## src/rtl/forwarding_hazard_unit.sv

```systemverilog
// EX-stage forwarding select and load-use hazard controller.
// Tracks EX/MEM and MEM/WB destinations and freezes the front end for one cycle per load-use pair.
module forwarding_hazard_unit #(
  parameter int NREG_BITS = 5,
  parameter int CNT_WIDTH = 32
) (
  input  logic                 i_clk,
  input  logic                 i_reset,
  input  logic                 i_halt,
  input  logic [NREG_BITS-1:0] i_id_rs,
  input  logic [NREG_BITS-1:0] i_id_rt,
  input  logic                 i_id_uses_rt,
  input  logic [NREG_BITS-1:0] i_ex_rd_rt,
  input  logic                 i_ex_regwrite,
  input  logic                 i_ex_memread,
  output logic [1:0]           o_cortocircuitoA,
  output logic [1:0]           o_cortocircuitoB,
  output logic                 o_pc_write,
  output logic                 o_ifid_write,
  output logic                 o_idex_bubble,
  output logic [CNT_WIDTH-1:0] o_stall_count
);

  localparam logic [1:0] SEL_REG = 2'b00;
  localparam logic [1:0] SEL_MEM = 2'b01;
  localparam logic [1:0] SEL_WB  = 2'b10;

  logic [NREG_BITS-1:0] r_idex_rs;
  logic [NREG_BITS-1:0] r_idex_rt;
  logic                 r_idex_uses_rt;
  logic [NREG_BITS-1:0] r_exmem_rd;
  logic                 r_exmem_regwrite;
  logic [NREG_BITS-1:0] r_memwb_rd;
  logic                 r_memwb_regwrite;
  logic [CNT_WIDTH-1:0] r_stall_count;

  logic w_ex_dst_nz;
  logic w_id_dep;
  logic w_stall;
  logic w_mem_valid;
  logic w_wb_valid;

  assign w_ex_dst_nz = (i_ex_rd_rt != '0);
  assign w_id_dep    = (i_ex_rd_rt == i_id_rs) ||
                       (i_id_uses_rt && (i_ex_rd_rt == i_id_rt));
  assign w_stall     = i_ex_memread && w_ex_dst_nz && w_id_dep && !i_halt;

  assign o_pc_write    = !w_stall && !i_halt;
  assign o_ifid_write  = !w_stall && !i_halt;
  assign o_idex_bubble = w_stall;

  // Register 0 is hardwired; a write to it must never be forwarded.
  assign w_mem_valid = r_exmem_regwrite && (r_exmem_rd != '0);
  assign w_wb_valid  = r_memwb_regwrite && (r_memwb_rd != '0);

  always_comb begin
    o_cortocircuitoA = SEL_REG;
    if (w_mem_valid && (r_exmem_rd == r_idex_rs))
      o_cortocircuitoA = SEL_MEM;
    else if (w_wb_valid && (r_memwb_rd == r_idex_rs))
      o_cortocircuitoA = SEL_WB;
  end

  always_comb begin
    o_cortocircuitoB = SEL_REG;
    if (r_idex_uses_rt) begin
      if (w_mem_valid && (r_exmem_rd == r_idex_rt))
        o_cortocircuitoB = SEL_MEM;
      else if (w_wb_valid && (r_memwb_rd == r_idex_rt))
        o_cortocircuitoB = SEL_WB;
    end
  end

  always_ff @(posedge i_clk) begin
    if (i_reset) begin
      r_idex_rs        <= '0;
      r_idex_rt        <= '0;
      r_idex_uses_rt   <= 1'b0;
      r_exmem_rd       <= '0;
      r_exmem_regwrite <= 1'b0;
      r_memwb_rd       <= '0;
      r_memwb_regwrite <= 1'b0;
      r_stall_count    <= '0;
    end else if (!i_halt) begin
      r_memwb_rd       <= r_exmem_rd;
      r_memwb_regwrite <= r_exmem_regwrite;
      r_exmem_rd       <= i_ex_rd_rt;
      r_exmem_regwrite <= i_ex_regwrite;
      if (w_stall) begin
        r_idex_rs      <= '0;
        r_idex_rt      <= '0;
        r_idex_uses_rt <= 1'b0;
        r_stall_count  <= r_stall_count + {{(CNT_WIDTH-1){1'b0}}, 1'b1};
      end else begin
        r_idex_rs      <= i_id_rs;
        r_idex_rt      <= i_id_rt;
        r_idex_uses_rt <= i_id_uses_rt;
      end
    end
  end

  assign o_stall_count = r_stall_count;

endmodule

```

## config.mk

```make
export PLATFORM = sky130hd
export DESIGN_NAME = forwarding_hazard_unit
export DESIGN_NICKNAME = d
export VERILOG_FILES = /design/src/rtl/forwarding_hazard_unit.sv
export SDC_FILE = /design/constraint.sdc
export NUM_CORES = 1
export LEC_CHECK = 0
export BUFFER_PORTS_ARGS = -buffer_cell sky130_fd_sc_hd__buf_2
export CORE_MARGIN = 8
export CORE_UTILIZATION = 55
export DETAILED_ROUTE_END_ITERATION = 6
export PLACE_DENSITY = 0.8
export SLEW_MARGIN = 30
export SYNTH_ARGS = -nofsm -noshare
export SYNTH_HDL_FRONTEND = slang
export SYNTH_SLANG_ARGS = --single-unit
export TNS_END_PERCENT = 20
```

## constraint.sdc

```tcl
create_clock -name i_clk -period 3.2 [get_ports i_clk]
set_input_delay 0.64 -clock i_clk [delete_from_list [all_inputs] [get_ports i_clk]]
set_output_delay 0.64 -clock i_clk [all_outputs]
set_load 0.005 [all_outputs]
```

==> results.json, run 1 <==
{
  "run_status": "finished, final reports clean",
  "crit_path_start_kind": "input pin",
  "synth_top_family_by_area": "simple AND/OR/NAND/NOR gates",
  "power_density_nw_per_um2": 375,
  "clock_skew_ns": 0.0113,
  "overflow": 0,
  "max_cap_violations": 0,
  "first_pass_iters": 5,
  "yosys.area.top_type": "dfxtp_1",
  "num_antenna_cells": 0,
  "ys_types": 38,
  "rr_startpoint": "o_stall_count[2]",
  "vias": 2845,
  "io_buffers": 59,
  "grt_pass1_wl_um": 12500,
  "hold_violations": 0,
  "end_kind": "primary output",
  "detail_route.wirelength_um": 7640,
  "antenna_found_initial": 0,
  "synth_xor_area_share_pct": 8.80,
  "cpMostUsedCell": "buf_2",
  "final_cell_count_no_fill": 474,
  "ff2ff_path_depth": 6,
  "tritoncts": "done",
  "synthSimpleGateAreaFrac_pct": 28.1,
  "synthTopCellsByCount": "dfxtp_1 (55), nor2_1 (28), a21oi_1 (26)",
  "cts_resized": 0,
  "htree_levels": 2,
  "num_rows": 27,
  "crit_end": "o_idex_bubble",
  "clockBufferDepth": 2,
  "die_x_um": 89.7,
  "io_pins": 60,
  "grt_pass1_vias": 2649,
  "hpwl_um": 5520,
  "place_congestion": 0.910,
  "synthFlopType": "dfxtp_1",
  "via_per_inst": 6.00,
  "rsz0062_at_grt": "false",
  "path_depth": 6,
  "worst_pin_slew_ns": 0.844,
  "drive_above_1_share_pct": 23.9,
  "clkSinkCount": 55,
  "clk_latency_ns": 0.31,
  "cts_root_buf": "clkbuf_8",
  "fin_setup_tns_ns": 0,
  "crit_required_ns": 2.56,
  "dieHeight_um": 89.7,
  "start_util_pct": 55.6,
  "p_leak_nw": 1.30,
  "crit_path_start": "i_ex_rd_rt[0]",
  "cp_cell_sequence": "buf_2 -> or4_1 -> o21ai_1 -> buf_4 -> nor2_1 -> buf_2",
  "avgSynthCellArea_sq_um": 8.53,
  "drv_slew": 0,
  "post_drt_wl_per_cell_um": 16.1,
  "ys_ff_latch": 55,
  "grt_max_degree": 73,
  "finalSetupViolCount": 0,
  "drt_iter0_markers": 181,
  "syn_nets": 372,
  "netlist_instances": 350,
  "hp-class": "flip-flop to flip-flop",
  "min_period_over_period_pct": 83.5,
  "reg2reg_slack_ns": 1.11,
  "cts_made_buffers": 5,
  "synth-adder-area-share_pct": 0.419,
  "post_cts_buffers": 0,
  "ctsHoldBuffers": 0,
  "drc": 0,
  "dp_cells": 466,
  "synthToLayoutAreaGrowth_pct": 15.3,
  "yosysWarnings": 0,
  "power_mw": 1.29,
  "rr_endpoint": "o_stall_count[17]",
  "yosys.cell_count.top_type": "dfxtp_1",
  "crit_fanout": 19,
  "max_stage_delay_ns": 0.57,
  "dieArea_sq_um": 8040,
  "syn_area_sq_um": 2990,
  "path_buf_inv": 3,
  "peakVddDrop_mv": 0.254,
  "crit_slowest_cell": "or4_1",
  "async_flop_share_pct": 0,
  "cts.clk_slew.worst_paths_ns": 0.10,
  "critical_path_class": "input pin to primary output",
  "grt.total_usage_pct": 19.5,
  "ys_seq_area_share_pct": 36.9,
  "max_slew_margin_pct": 43.2,
  "postRouteAntennaNets": 0,
  "synth_top_area_share_pct": 36.9,
  "layout.nets": 423,
  "worstPathArrival_ns": 2.03,
  "synth.area.mux_share_pct": 6.24,
  "synth_compound_area_share_pct": 15.3,
  "fmaxAchievable_ghz": 0.374,
  "cp_top_family": "simple AND/OR/NAND/NOR gates",
  "synth_area_leaders": "dfxtp_1 (37%), or4_1 (5.3%), o31ai_1 (4.8%), xnor2_1 (4.4%), xor2_1 (4.4%)",
  "synth_edf_count": 0,
  "min_period_ns": 2.67,
  "core_region_area_sq_um": 5370
}
## how the worst min path moves through the flow
stage                            from           endpoint  slack, ns  cells past startpoint
global placement    o_stall_count[22]  o_stall_count[22]       0.47                      2
CTS                 o_stall_count[21]  o_stall_count[21]       0.50                      2
global route        o_stall_count[22]  o_stall_count[22]       0.52                      2
floorplan            r_memwb_regwrite   r_memwb_regwrite       0.46                      2
finish              o_stall_count[22]  o_stall_count[22]       0.50                      2
detailed placement  o_stall_count[22]  o_stall_count[22]       0.49                      2
## per-layer routing
| layer | up-vias | wire length (um) | global-route usage [%] |
|---|---|---|---|
| met5 | - | 0 | 0 |
| met1 | 1365 | 3350 | 23.9 |
| met2 | 71 | 3770 | 33.1 |
| met4 | 0 | 61 | 4.68 |
| met3 | 6 | 454 | 4.82 |
| li1 | 1403 | - | - |
## placed cells by master (no fill, tap or decap), types with 2 or more instances in the layout
| cell | count |
|---|---|
| or2_2 | 3 |
| mux2i_1 | 13 |
| o22ai_1 | 11 |
| nor2_1 | 28 |
| o41ai_1 | 5 |
| mux2_2 | 5 |
| xor2_1 | 15 |
| nand4b_1 | 5 |
| o21ai_0 | 4 |
| a21oi_1 | 26 |
| dfxtp_1 | 55 |
| inv_1 | 6 |
| o31ai_1 | 19 |
| nor4_1 | 6 |
| nand4_1 | 10 |
| buf_2 | 59 |
| clkbuf_8 | 7 |
| xnor2_1 | 15 |
| nand2_1 | 22 |
| or4_1 | 21 |
| or3_1 | 4 |
| and2_1 | 2 |
| nand3_1 | 15 |
| and3_1 | 2 |
| nor3_1 | 7 |
| or3b_2 | 11 |
| buf_4 | 7 |
| nor2b_1 | 5 |
| nand2b_1 | 3 |
## power by group
| group | switching, mW | leakage (nW) | internal (mW) |
|---|---|---|---|
| Sequential | 0.0205 | 0.447 | 0.700 |
| Clock | 0.231 | 0.0505 | 0.198 |
| Combinational | 0.0773 | 0.808 | 0.0637 |
| Total | 0.329 | 1.30 | 0.961 |
## cell type report
class | count | area (sq um)
well taps | 72 | 90.1
flip-flops and latches | 55 | 1100
fillers | 440 | 1930
multi-input cells | 266 | 1760
repair buffers | 67 | 368
clock buffers | 7 | 96.3
inverters | 6 | 22.5
clock inverters | 1 | 7.51
## stage by stage
stage                     setup slack [ns]  utilization [%]  hold WS, ns  instance area (sq um)
after detailed placement             0.473             62.1        0.485                   3340
after CTS                            0.529             64.1        0.499                   3440
after floorplan                      0.432                -        0.457                   2990
final                                0.527             64.1        0.499                   3440
after global placement               0.522             62.1        0.470                   3340
after global routing                 0.377             64.1        0.524                   3440
## cell families after synthesis
family | Yosys count
and+or+nand+nor | 147
buffers and inverters | 29
muxes | 18
xor gates and xnor gates | 30
adders and majority gates | 1
AOI/OAI and AO/OA | 70
DFF | 55
## flip-flops by register name (all words and copies together) (netlist names)
name and cells:
r_idex_rt 5, r_exmem_regwrite 1, r_exmem_rd 5, r_memwb_regwrite 1, o_stall_count 32, r_idex_rs 5, r_idex_uses_rt 1, r_memwb_rd 5
## worst register-to-register path, cell delays in order, from the launching register on
cell and delay, ns:
dfxtp_1 0.45, and4_1 0.27, nand3_1 0.15, or2_1 0.37, buf_4 0.21, or4_1 0.46, a21oi_1 0.15
(Power assumes the default switching activity.)
==> inputs of run 2 (changes only) <==
==> constraint.sdc (replaced) <==
create_clock -name i_clk -period 2.6 [get_ports i_clk]
set_input_delay 0.52 -clock i_clk [delete_from_list [all_inputs] [get_ports i_clk]]
set_output_delay 0.52 -clock i_clk [all_outputs]
set_load 0.005 [all_outputs]
==> results.json, run 2 (synthesis gave the netlist of run 1 again) <==
{
  "cts_made_buffers": 5,
  "multi_input_area_sq_um": 1760,
  "crit_fanout": 4,
  "internal_power_mw": 1.13,
  "hpwl_um": 5640,
  "via_per_inst": 6.04,
  "ff_latch_area_sq_um": 1110,
  "max_cap_violations": 0,
  "layout.nets": 425,
  "hold_start": "i_ex_regwrite",
  "cts_resized": 0,
  "p_switching_mw": 0.413,
  "min_period_over_period_pct": 94.2,
  "grt_pass1_wl_um": 12700,
  "final_common_cell": "buf_2",
  "power_density_nw_per_um2": 447,
  "overflow": 0,
  "io_pins": 60,
  "final_cell_mix": "buf_2 (58), dfxtp_1 (51), nor2_1 (28)",
  "synthToLayoutAreaGrowth_pct": 15.3,
  "die_x_um": 89.7,
  "grt_pass1_vias": 2642,
  "p_clk_share_pct": 31.1,
  "post_drt_wl_per_cell_um": 16.3,
  "rr_endpoint": "o_stall_count[24]",
  "fin_setup_tns_ns": 0,
  "io_buffers": 59,
  "nFillCells": 482,
  "rsz0062_at_grt": "false",
  "cts_root_buf": "clkbuf_8",
  "peakVddDrop_mv": 0.254,
  "top_layer_used": "met4",
  "place_congestion": 0.884,
  "clk_latency_ns": 0.31,
  "worstHoldEndpoint": "r_exmem_regwrite",
  "dieHeight_um": 89.7,
  "num_rows": 27,
  "start_util_pct": 55.6,
  "reg2reg_slack_ns": 0.48,
  "fin_util_pct": 64.1,
  "clkSinkCount": 55,
  "finalSetupViolCount": 0,
  "ctsHoldBuffers": 0,
  "htree_levels": 2,
  "worstPathArrival_ns": 1.93,
  "largest_reg_flops": 32,
  "end_kind": "primary output",
  "drt-met1-wl_um": 3440,
  "drc": 0,
  "fmaxAchievable_ghz": 0.408,
  "p_comb_share_pct": 11.2,
  "crit_required_ns": 2.08,
  "hp-class": "input pin to flip-flop",
  "vias": 2873,
  "wl_met2_um": 3700,
  "min_period_ns": 2.45,
  "whs_path_depth": 3,
  "num_antenna_cells": 0,
  "post_cts_buffers": 0,
  "clockBufferDepth": 2,
  "drv_slew": 0,
  "crit_path_start_kind": "flip-flop",
  "seq_power_share_pct": 57.7,
  "max_slew_margin_pct": 62.1,
  "ff2ff_path_depth": 5,
  "core_region_area_sq_um": 5370,
  "p_sw_share_pct": 26.8,
  "p_leak_nw": 1.30,
  "first_pass_iters": 4,
  "hold_violations": 0,
  "run_status": "finished, final reports clean",
  "holdWs_ns": 0.460,
  "grt_max_degree": 61,
  "antenna_found_initial": 0,
  "dieArea_sq_um": 8040,
  "postRouteAntennaNets": 0,
  "clock_skew_ns": 0.00926,
  "detail_route.wirelength_um": 7770,
  "tritoncts": "done",
  "critical_path_class": "flip-flop to primary output",
  "grt.total_usage_pct": 20.1,
  "wl_met3_um": 506,
  "worst_pin_slew_ns": 0.564,
  "drt_iter0_markers": 182,
  "cts.clk_slew.worst_paths_ns": 0.10,
  "rr_startpoint": "o_stall_count[2]",
  "drive_above_1_share_pct": 25.5
}
## run 2: worst max-delay path: stages, from the launching register on
cell     delay, ns
dfxtp_2       0.40
or4_1         0.13
o21ai_0       0.10
or4_1         0.55
nor4_2        0.28
buf_2         0.16
## run 2: worst max-delay path by stage
stage	start	to	slack, ns	depth (start not counted)
6_report	r_memwb_rd[4]	o_cortocircuitoA[1]	0.15	5
5_1_grt	r_memwb_rd[4]	o_cortocircuitoA[1]	0.02	5
4_1_cts	r_exmem_rd[4]	o_cortocircuitoA[1]	0.11	5
3_5_place_dp	i_ex_rd_rt[4]	o_stall_count[27]	0.08	7
3_3_place_gp	i_ex_rd_rt[3]	o_stall_count[25]	0.17	7
2_1_floorplan	i_ex_rd_rt[0]	o_pc_write	0.07	7
## run 2: metrics by stage
stage	setup WS [ns]	instance area (sq um)	cells	power [mW]
2_1_floorplan	0.0721	2990	350	1.02
3_3_place_gp	0.173	3340	468	1.07
3_5_place_dp	0.0806	3340	468	1.08
5_1_grt	0.0239	3440	476	1.62
6_report	0.151	3440	476	1.54
4_1_cts	0.108	3430	476	1.55
## run 2: cell type report
cell class / instances / share of cell area [%]
Tap cell: 72 / 2.62
Clock inverter: 3 / 0.582
Timing Repair Buffer: 69 / 10.8
Sequential cell: 55 / 32.1
Clock buffer: 5 / 2.00
Inverter: 6 / 0.654
Multi-Input combinational cell: 266 / 51.2
## run 2: per-layer routing
layer,vias up,track usage (%)
li1,1407,-
met1,1372,26.5
met2,84,31.8
met3,10,4.19
met4,0,6.34
met5,-,0
## run 2: power groups by stage
stage                     logic (mW)  registers, mW  clock network, mW
after floorplan                0.117          0.899                  0
after global placement         0.164          0.906                  0
after detailed placement       0.169          0.907                  0
after CTS                      0.170          0.888              0.487
after global routing           0.190          0.891              0.536
final                          0.173          0.889              0.479
